File: config.mk
export PLATFORM = sky130hd
export DESIGN_NAME = mem_access_unit
export DESIGN_NICKNAME = d
export VERILOG_FILES = /design/src/rtl/mem_access_unit.sv
export SDC_FILE = /design/constraint.sdc
export NUM_CORES = 1
export LEC_CHECK = 0
export BUFFER_PORTS_ARGS = -buffer_cell sky130_fd_sc_hd__buf_2
export CORE_UTILIZATION = 53
export DETAILED_ROUTE_END_ITERATION = 8
export HOLD_SLACK_MARGIN = 0.15
export PLACE_DENSITY = 0.88
export SLEW_MARGIN = 20
export SYNTH_ARGS = -nofsm -noshare
export SYNTH_HDL_FRONTEND = slang
export SYNTH_SLANG_ARGS = --single-unit
File: constraint.sdc
create_clock -name clk -period 3.7 [get_ports clk]
set_input_delay 0.555 -clock clk [delete_from_list [all_inputs] [get_ports clk]]
set_output_delay 0.555 -clock clk [all_outputs]
set_load 0.005 [all_outputs]
File: src/rtl/mem_access_unit.sv
// mem_access_unit: load/store unit bridging the EX/MEM stage to a single-beat request/ack bus.
// Define MEM_ALIGN_CHECK_EN to trap misaligned half/word requests instead of issuing them.
module mem_access_unit #(
    parameter int ADDR_WIDTH = 32,
    parameter int DATA_WIDTH = 32
) (
    input  logic                  clk,
    input  logic                  rst_n,
    input  logic                  flush,
    input  logic                  mem_enable_in,
    input  logic                  mem_rw_in,
    input  logic [1:0]            mem_width_in,
    input  logic                  sign_extend_in,
    input  logic [ADDR_WIDTH-1:0] addr_in,
    input  logic [DATA_WIDTH-1:0] write_data_in,
    output logic                  stall_out,
    output logic                  bus_req,
    output logic                  bus_we,
    output logic [ADDR_WIDTH-1:0] bus_addr,
    output logic [3:0]            bus_be,
    output logic [DATA_WIDTH-1:0] bus_wdata,
    input  logic                  bus_ack,
    input  logic [DATA_WIDTH-1:0] bus_rdata,
    output logic [DATA_WIDTH-1:0] read_data_out,
    output logic                  read_valid_out,
    output logic                  misalign_out
);
`ifdef MEM_ALIGN_CHECK_EN
    localparam bit ALIGN_EN = 1'b1;
`else
    localparam bit ALIGN_EN = 1'b0;
`endif

    typedef enum logic [1:0] {IDLE, BUS, DONE} state_t;

    state_t                state_q, state_d;
    logic                  rw_q, rw_d, sign_q, sign_d, flushed_q, flushed_d, mis_q, mis_d;
    logic [1:0]            width_q, width_d;
    logic [ADDR_WIDTH-1:0] addr_q, addr_d;
    logic [DATA_WIDTH-1:0] data_q, data_d, rdata_q, rdata_d;
    logic                  accept, mis_req;
    logic [7:0]            lb;
    logic [15:0]           lh;
    logic [DATA_WIDTH-1:0] load_fmt, wdata_fmt;
    logic [3:0]            be_fmt;

    assign accept   = (state_q == IDLE) & mem_enable_in & ~flush;
    assign mis_req  = ALIGN_EN & (((mem_width_in == 2'b01) & addr_in[0]) | (mem_width_in[1] & |addr_in[1:0]));

    // Store data is lane-replicated once at latch time so the bus sees it directly.
    assign wdata_fmt = (mem_width_in == 2'b00) ? {4{write_data_in[7:0]}} :
                       (mem_width_in == 2'b01) ? {2{write_data_in[15:0]}} : write_data_in;
    assign be_fmt    = (width_q == 2'b00) ? 4'b0001 << addr_q[1:0] :
                       (width_q == 2'b01) ? (addr_q[1] ? 4'b1100 : 4'b0011) : 4'b1111;

    assign lb       = bus_rdata[{addr_q[1:0], 3'b000} +: 8];
    assign lh       = bus_rdata[{addr_q[1], 4'b0000} +: 16];
    assign load_fmt = (width_q == 2'b00) ? {{24{sign_q & lb[7]}}, lb} :
                      (width_q == 2'b01) ? {{16{sign_q & lh[15]}}, lh} : bus_rdata;

    assign bus_req        = state_q == BUS;
    assign bus_we         = bus_req & rw_q;
    assign bus_be         = bus_req ? be_fmt : 4'b0000;
    assign bus_addr       = {addr_q[ADDR_WIDTH-1:2], 2'b00};
    assign bus_wdata      = data_q;
    assign stall_out      = accept | bus_req;
    assign read_data_out  = rdata_q;
    assign read_valid_out = (state_q == DONE) & ~rw_q & ~flushed_q & ~mis_q & ~flush;
    assign misalign_out   = ALIGN_EN & (state_q == DONE) & mis_q;

    always_comb begin
        state_d   = state_q;
        rw_d      = rw_q;
        sign_d    = sign_q;
        width_d   = width_q;
        addr_d    = addr_q;
        data_d    = data_q;
        rdata_d   = rdata_q;
        flushed_d = flushed_q;
        mis_d     = mis_q;
        case (state_q)
            IDLE: if (accept) begin
                rw_d      = mem_rw_in;
                sign_d    = sign_extend_in;
                width_d   = mem_width_in;
                addr_d    = addr_in;
                data_d    = wdata_fmt;
                flushed_d = 1'b0;
                mis_d     = mis_req;
                state_d   = mis_req ? DONE : BUS;
            end
            BUS: begin
                flushed_d = flushed_q | flush;
                rdata_d   = (bus_ack & ~rw_q) ? load_fmt : rdata_q;
                state_d   = bus_ack ? DONE : BUS;
            end
            default: state_d = IDLE;
        endcase
    end

    always_ff @(posedge clk or negedge rst_n) begin
        if (!rst_n) begin
            state_q   <= IDLE;
            rw_q      <= 1'b0;
            sign_q    <= 1'b0;
            width_q   <= 2'b00;
            addr_q    <= '0;
            data_q    <= '0;
            rdata_q   <= '0;
            flushed_q <= 1'b0;
            mis_q     <= 1'b0;
        end else begin
            state_q   <= state_d;
            rw_q      <= rw_d;
            sign_q    <= sign_d;
            width_q   <= width_d;
            addr_q    <= addr_d;
            data_q    <= data_d;
            rdata_q   <= rdata_d;
            flushed_q <= flushed_d;
            mis_q     <= mis_d;
        end
    end
endmodule
# ---- After elaboration in Yosys (flattened, before gate mapping)
# Index checks and enable logic that the tools add are counted.
dict set report totals {
  ff_bits 103
  in_bits 105
  word_cells 50
}
dict set report classes {
  eq_ne 5
  shift 3
  mux 13
  bitwise_logic 14
  reduce_logical 7
}
# op count
set ops {}
lappend ops {{$mux W32} 4}
lappend ops {{$shiftx A32 B6 Y16} 1}
lappend ops {{$shiftx A32 B6 Y8} 1}
lappend ops {{$mux W4} 4}
lappend ops {{$and A1 B1 Y1} 9}
lappend ops {{$eq A2 B1 Y1 const B} 3}
lappend ops {{$logic_not A2 Y1} 3}
lappend ops {{$reduce_and A2 Y1} 3}
lappend ops {{$mux W2} 2}
lappend ops {{$pmux W2 S2} 1}
lappend ops {{$shl A1 B2 Y4 const A} 1}
lappend ops {{$not A1 Y1} 3}
lappend ops {{$eq A2 B2 Y1 const B} 1}
lappend ops {{$ne A2 B2 Y1 const B} 1}
lappend ops {{$or A1 B1 Y1} 2}
lappend ops {{$pmux W1 S2} 1}
lappend ops {{$reduce_bool A2 Y1} 1}
lappend ops {{$mux W1} 1}

# ---- Logic depth before layout (Yosys ltp)
# Gate-level depths: netlist (run 1).
dict set report logic_depth {
  depth_word 5
  ltp_mapped 7
  ltp_nobuf 4
}

# ---- Worst setup path before layout (run 1)
# Ideal clock, no wire load.
dict set report synth_path {
  path_kind {input to output}
  from {input flush}
  to {output stall_out}
  arrival_time_ns 1.413
  required_time_ns 3.145
  path_slack_ns 1.732
  path_stages 4
  path_cell_list {or4b_4 buf_6 buf_2 nand2_1}
}
dict set report synth_between {
  elab_chain_cells 3
}
# element line_no
set synth_lines {}
lappend synth_lines {{start, declared} 9} ;# input logic flush,
lappend synth_lines {{$not A1 Y1} 47} ;# assign accept = (state_q == IDLE) & mem_enable_in & ~flush;
lappend synth_lines {{$and A1 B1 Y1} 47}
lappend synth_lines {{$or A1 B1 Y1} 66} ;# assign stall_out = accept | bus_req;
lappend synth_lines {{end, declared} 16} ;# output logic stall_out,
# Every way passes these cells.

# ---- Worst setup path in the final report (run 1)
dict set report layout_path {
  from {register state_q[1]}
  to {output stall_out}
}
dict set report layout_between {
  elab_chain_cells 4
  word_cells_on_any_way 5
  cone_classes {eq/ne (1); bitwise (3); reduce/logical (1)}
}
# element line_no
set layout_lines {}
lappend layout_lines {{start, declared} 36} ;# state_t state_q, state_d;
lappend layout_lines {{start signal, assigned} 113} ;# state_q <= state_d;
lappend layout_lines {{$logic_not A2 Y1} 47}
lappend layout_lines {{$and A1 B1 Y1 (2 in series)} 47}
lappend layout_lines {{$or A1 B1 Y1 *} 66}
# Every way passes the cells marked *; elsewhere a longest branch is shown, timed or not.

==> results of run 1 <==
## critical path, stage by stage, from the launching register on
cell	delay (ps)
dfrtp_1	470
or4b_4	880
nand2_1	190
buf_2	130
## metal layers
layer / vias up / track usage
li1: 2255 / -
met1: 2340 / 0.372
met2: 267 / 0.466
met3: 34 / 0.0609
met4: 0 / 0.129
met5: - / 0
## power by group
| part | total [mW] | internal, mW | switching (mW) |
|---|---|---|---|
| combinational | 1.27 | 0.603 | 0.672 |
| clock | 0.746 | 0.322 | 0.424 |
| sequential | 1.77 | 1.49 | 0.274 |
## cells by family after synthesis
logic type             count (synthesis)  share of synthesized area
other                                  1                   0.000710
muxes                                 36                     0.0753
and+or+nand+nor                      250                      0.219
buffers and inverters                 82                     0.0907
DFF                                  103                      0.488
AOI/OAI and AO/OA                    113                      0.126
## repair_timing
action,CTS,global route
setup endpoints to repair,0,0
hold endpoints to repair,31,0
hold buffers,1,0
## per-stage QoR
step | setup slack (ps) | util | std cells | hold WS (ps)
after floorplan | 1730 | - | 587 | 259
after global placement | 1360 | 0.628 | 856 | 453
after detailed placement | 1340 | 0.628 | 856 | 458
after CTS | 1100 | 0.650 | 873 | 349
after global routing | 1010 | 0.650 | 873 | 354
final | 1090 | 0.650 | 873 | 363
## worst max-delay path by stage
stage | from | endpoint | slack [ps]
3_3_place_gp | flush | stall_out | 1360
3_5_place_dp | flush | stall_out | 1340
6_report | state_q[1]$_DFFE_PN0P_ | stall_out | 1090
5_1_grt | width_q[0]$_DFFE_PN0P_ | bus_be[2] | 1010
4_1_cts | state_q[1]$_DFFE_PN0P_ | stall_out | 1100
2_1_floorplan | flush | stall_out | 1730
## placed cells by master (no fill, tap or decap), drive strengths merged, types with 3 or more instances in the layout
| cell type | count |
|---|---|
| a211oi | 7 |
| a21oi | 28 |
| a31oi | 16 |
| and2 | 3 |
| and3b | 7 |
| buf | 214 |
| clkbuf | 9 |
| clkinv | 3 |
| conb | 3 |
| dfrtp | 103 |
| inv | 7 |
| mux2 | 10 |
| mux2i | 25 |
| nand2 | 167 |
| nand2b | 3 |
| nand3b | 8 |
| nor2 | 31 |
| nor2b | 7 |
| o21ai | 36 |
| o22ai | 16 |
| o41ai | 8 |
| or3b | 9 |
| or4 | 8 |
## cell type report
type / count / area share
clock buffers: 9 / 0.0196
repair buffers: 215 / 0.175
well taps: 133 / 0.0263
flip-flops and latches: 103 / 0.408
clock inverters: 7 / 0.0125
multi-input cells: 402 / 0.357
inverters: 4 / 0.00237
## flip-flops by register name, indices dropped and copies added, names as in the netlist
signal	cells
addr_q	32
bus_wdata	32
read_data_out	32
state_q	2
width_q	2
flushed_q	1
rw_q	1
sign_q	1
==> flow_metrics.py, run 1 <==
metrics = {
    "synth": {
        "syn_area_um2": 5290,
        "yosys.area.top_type": "dfrtp_1",
        "yosysWarningCount": 0,
        "synthTopCellsByCount": "nand2_1, dfrtp_1, buf_4",
        "synth.distinct_cells": 40,
        "yosysSeqAreaShare": 0.488,
        "synth_seq_cells": 103,
        "async_flop_share": 1.00,
        "yosysMostFrequentCell": "nand2_1",
        "synthTopCellsByArea": "dfrtp_1, nand2_1, buf_4",
        "synth_edf_count": 0,
        "synth_top_area_share": 0.488,
        "netlist_instances": 585,
        "avgSynthCellArea_um2": 9.03,
        "synth_ff_type": "dfrtp_1",
    },
    "layout": {
        "fin_nets": 840,
        "area_growth_pct": 19.6,
        "drive_gt1_frac": 0.346,
        "fin_area_um2": 6320,
        "fill_cells": 801,
        "ff_latch_area_um2": 2580,
        "num_antenna_cells": 0,
        "multi_input_area_um2": 2260,
    },
    "global_route": {
        "grtUsageTotal": 0.287,
        "overflow": 0,
        "antenna_found_initial": 0,
        "grt_max_degree": 76,
        "grt_pass1_vias": 4562,
        "grt_pass1_wl_um": 22700,
    },
    "worst_setup_path": {
        "r2r-end": "read_data_out[12]$_DFFE_PN0P_",
        "worstPathArrival_ps": 2050,
        "cp_max_fo": 75,
        "rr_worst_depth": 3,
        "end_kind": "output port",
        "cp.required_ps": 3140,
        "r2r-start": "state_q[1]$_DFFE_PN0P_",
        "cp-start-kind": "register",
        "rrSetupSlack_ps": 1480,
        "critPathKind": "reg -> out",
    },
    "sta": {
        "slew_viol_final": 0,
        "maxSlewHeadroom": 0.419,
        "tns_ps": 0,
        "max_freq_ghz": 0.384,
        "rsz0062_at_grt": "no",
        "tightest_slew_ps": 872,
        "layout_min_cycle_time_ps": 2610,
        "hold_viol_final": 0,
        "clock_skew_ps": 11.0,
        "setup_violations": 0,
        "min_period_over_period": 0.704,
    },
    "die": {
        "die_w_um": 102,
        "die-area_um2": 10400,
        "num_rows": 36,
        "die_h_um": 102,
        "start_util": 0.543,
        "num_io_pins": 210,
        "core_area_um2": 9730,
    },
    "hold_path": {
        "hold_path.class": "in -> reg",
        "whs_path_depth": 3,
        "min-delay-start": "addr_in[28]",
        "hold_path_end": "addr_q[28]$_DFFE_PN0P_",
    },
    "clock_tree": {
        "cts_tree": "yes",
        "cts-resized-gates": 0,
        "clock_sinks": 103,
        "cts_buffers": 9,
        "cts_setup_buffers": 0,
        "clk_latency_ps": 370,
        "htree_levels": 3,
        "clkSlewWorstSetupHoldPaths_ps": 110,
        "root_buffer": "clkbuf_8",
        "cts_buffer_depth": 2,
    },
    "routing": {
        "wl_per_cell_um": 16.9,
        "vias": 4896,
        "first_iter_violations": 213,
        "ant_nets": 0,
        "dr.max_layer_used": "met4",
        "drt_drc_violations_left": 0,
        "wl_um": 14700,
        "dr_wl_met3_um": 1300,
        "route.met2.wl_um": 7140,
        "wirelength_met1_um": 5900,
        "drtPass1Iterations": 4,
        "viasPerCell": 5.61,
    },
    "placement": {
        "hpwl_um": 10700,
        "dpl-instance-area_um2": 6110,
        "portBuffers": 206,
        "gp_congestion": 0.867,
    },
    "run_status": {
        "status": "finished clean",
    },
    "pwr": {
        "leakage_nw": 3.28,
        "max-vdd-ir-drop_v": 0.000305,
        "p_per_area_nw_per_um2": 599,
        "total_power_mw": 3.79,
    },
    "run": {
        "max-cap-violations": 0,
    },
}
No activity file was read; power rests on OpenSTA's default activity.
==> run 2, diff against run 1 <==
- CORE_UTILIZATION: 53 -> 44
- PLACE_DENSITY: 0.88 -> 0.78
- clock period: 3.7 -> 2.37 ns (I/O delays scaled with it)
==> flow_metrics.py, run 2 (synthesis gave the netlist of run 1 again) <==
metrics = {
    "die": {
        "num_rows": 39,
        "num_io_pins": 210,
        "die_h_um": 112,
        "die-area_um2": 12500,
        "die_w_um": 112,
        "start_util": 0.457,
        "core_area_um2": 11600,
    },
    "clock_tree": {
        "cts_tree": "yes",
        "clk_latency_ps": 340,
        "root_buffer": "clkbuf_16",
        "cts_buffer_depth": 2,
        "clock_sinks": 103,
        "clkSlewWorstSetupHoldPaths_ps": 80,
        "cts_buffers": 9,
        "htree_levels": 3,
    },
    "run": {
        "max-cap-violations": 0,
    },
    "sta": {
        "layout_min_cycle_time_ps": 2180,
        "setup_violations": 0,
        "slew_viol_final": 0,
        "hold_viol_final": 0,
        "tns_ps": 0,
        "setup_slack_ps": 189,
        "maxSlewHeadroom": 0.606,
        "max_freq_ghz": 0.459,
        "clock_skew_ps": 8.29,
        "tightest_slew_ps": 590,
        "hold_ws_ps": 199,
        "rsz0062_at_grt": "no",
        "min_period_over_period": 0.920,
    },
    "run_status": {
        "status": "finished, violations left",
        "violations": "DRC",
    },
    "routing": {
        "drt_drc_violations_left": 13,
        "first_iter_violations": 372,
        "ant_nets": 0,
        "drtPass1Iterations": 9,
        "wl_per_cell_um": 16.7,
        "wl_um": 14900,
        "vias": 4798,
        "viasPerCell": 5.39,
    },
    "worst_setup_path": {
        "cp-start-kind": "register",
        "cp_max_fo": 25,
        "cp.required_ps": 2010,
        "rrSetupSlack_ps": 420,
        "critPathKind": "reg -> out",
        "end_kind": "output port",
        "worstPathArrival_ps": 1830,
    },
    "pwr": {
        "p_per_area_nw_per_um2": 956,
        "leakage_nw": 3.34,
        "p_switching_mw": 2.17,
        "clkPwrFrac": 0.230,
        "sequentialPowerShare": 0.437,
        "max-vdd-ir-drop_v": 0.000492,
        "swShare": 0.350,
        "power.internal_mw": 4.03,
        "total_power_mw": 6.20,
        "combPwrFrac": 0.333,
    },
    "global_route": {
        "grt_max_degree": 47,
        "grtUsageTotal": 0.245,
        "overflow": 0,
        "grt_pass1_vias": 4761,
        "grt_pass1_wl_um": 24000,
        "antenna_found_initial": 2,
    },
    "layout": {
        "area_growth_pct": 22.6,
        "fill_cells": 1051,
        "fin_nets": 845,
        "drive_gt1_frac": 0.350,
        "final_cell_mix": "buf_2, nand2_1, dfrtp_1",
        "layout_commonest_cell": "buf_2",
    },
    "placement": {
        "portBuffers": 206,
        "dp_slack_ps": 443,
        "gp_congestion": 0.940,
        "hpwl_um": 11000,
    },
    "hold_path": {
        "hold_path.class": "in -> reg",
    },
}
==> run 2: worst max-delay path, stage by stage, from the launching register on <==
cell and delay (ps):
dfrtp_1 720, buf_4 340, o21ai_0 120, a21oi_1 150
buf_2 130
==> run 2: layer usage <==
layer  up-vias  GRT usage  share of wire
met2       213      0.414           0.49
met5         -          0              0
met4         0     0.0847          0.018
met3        18     0.0582          0.083
met1      2301      0.308           0.41
li1       2266          -              -
==> run 2: final timing paths <==
| check | startpoint | endpoint | depth (start not counted) |
|---|---|---|---|
| worst max-delay path | addr_q[1]$_DFFE_PN0P_ | bus_be[3] | 4 |
| worst min-delay path | addr_in[13] | addr_q[13]$_DFFE_PN0P_ | 3 |
| worst max register to register | addr_q[1]$_DFFE_PN0P_ | read_data_out[4]$_DFFE_PN0P_ | 4 |
| worst min register to register | addr_q[16]$_DFFE_PN0P_ | addr_q[16]$_DFFE_PN0P_ | 2 |
| max in group asynchronous | rst_n | read_data_out[14]$_DFFE_PN0P_ | 3 |
| min in group asynchronous | rst_n | read_data_out[20]$_DFFE_PN0P_ | 2 |
==> run 2: repair_timing <==
item                       CTS  global route
hold endpoints to repair    41             0
hold buffers                 1             0
setup buffers                0             0
resized for setup            0             0
setup endpoints to repair    0             0
==> run 2: cell type report <==
class	instances	area [um2]	area share
Antenna cell	2	5.00	0.000772
Clock buffer	9	225	0.0347
Clock inverter	7	56.3	0.00869
Inverter	4	15.0	0.00232
Multi-Input combinational cell	402	2260	0.348
Sequential cell	103	2580	0.398
Tap cell	143	179	0.0276
Timing Repair Buffer	220	1170	0.180
==> run 2: metrics by stage <==
| step | util | instances | instance area, um2 |
|---|---|---|---|
| finish | 0.560 | 890 | 6480 |
| global route | 0.560 | 890 | 6480 |
| CTS | 0.560 | 888 | 6480 |
| detailed placement | 0.535 | 871 | 6180 |
| global placement | 0.535 | 871 | 6180 |
| floorplan | - | 587 | 5290 |
==> run 2: power by group through the flow <==
stage | clock network [mW] | registers, mW | logic [mW]
global route | 1.51 | 2.78 | 2.30
finish | 1.43 | 2.71 | 2.06
CTS | 1.45 | 2.71 | 2.08
floorplan | 0 | 2.69 | 1.27
global placement | 0 | 2.70 | 2.02
detailed placement | 0 | 2.73 | 2.07
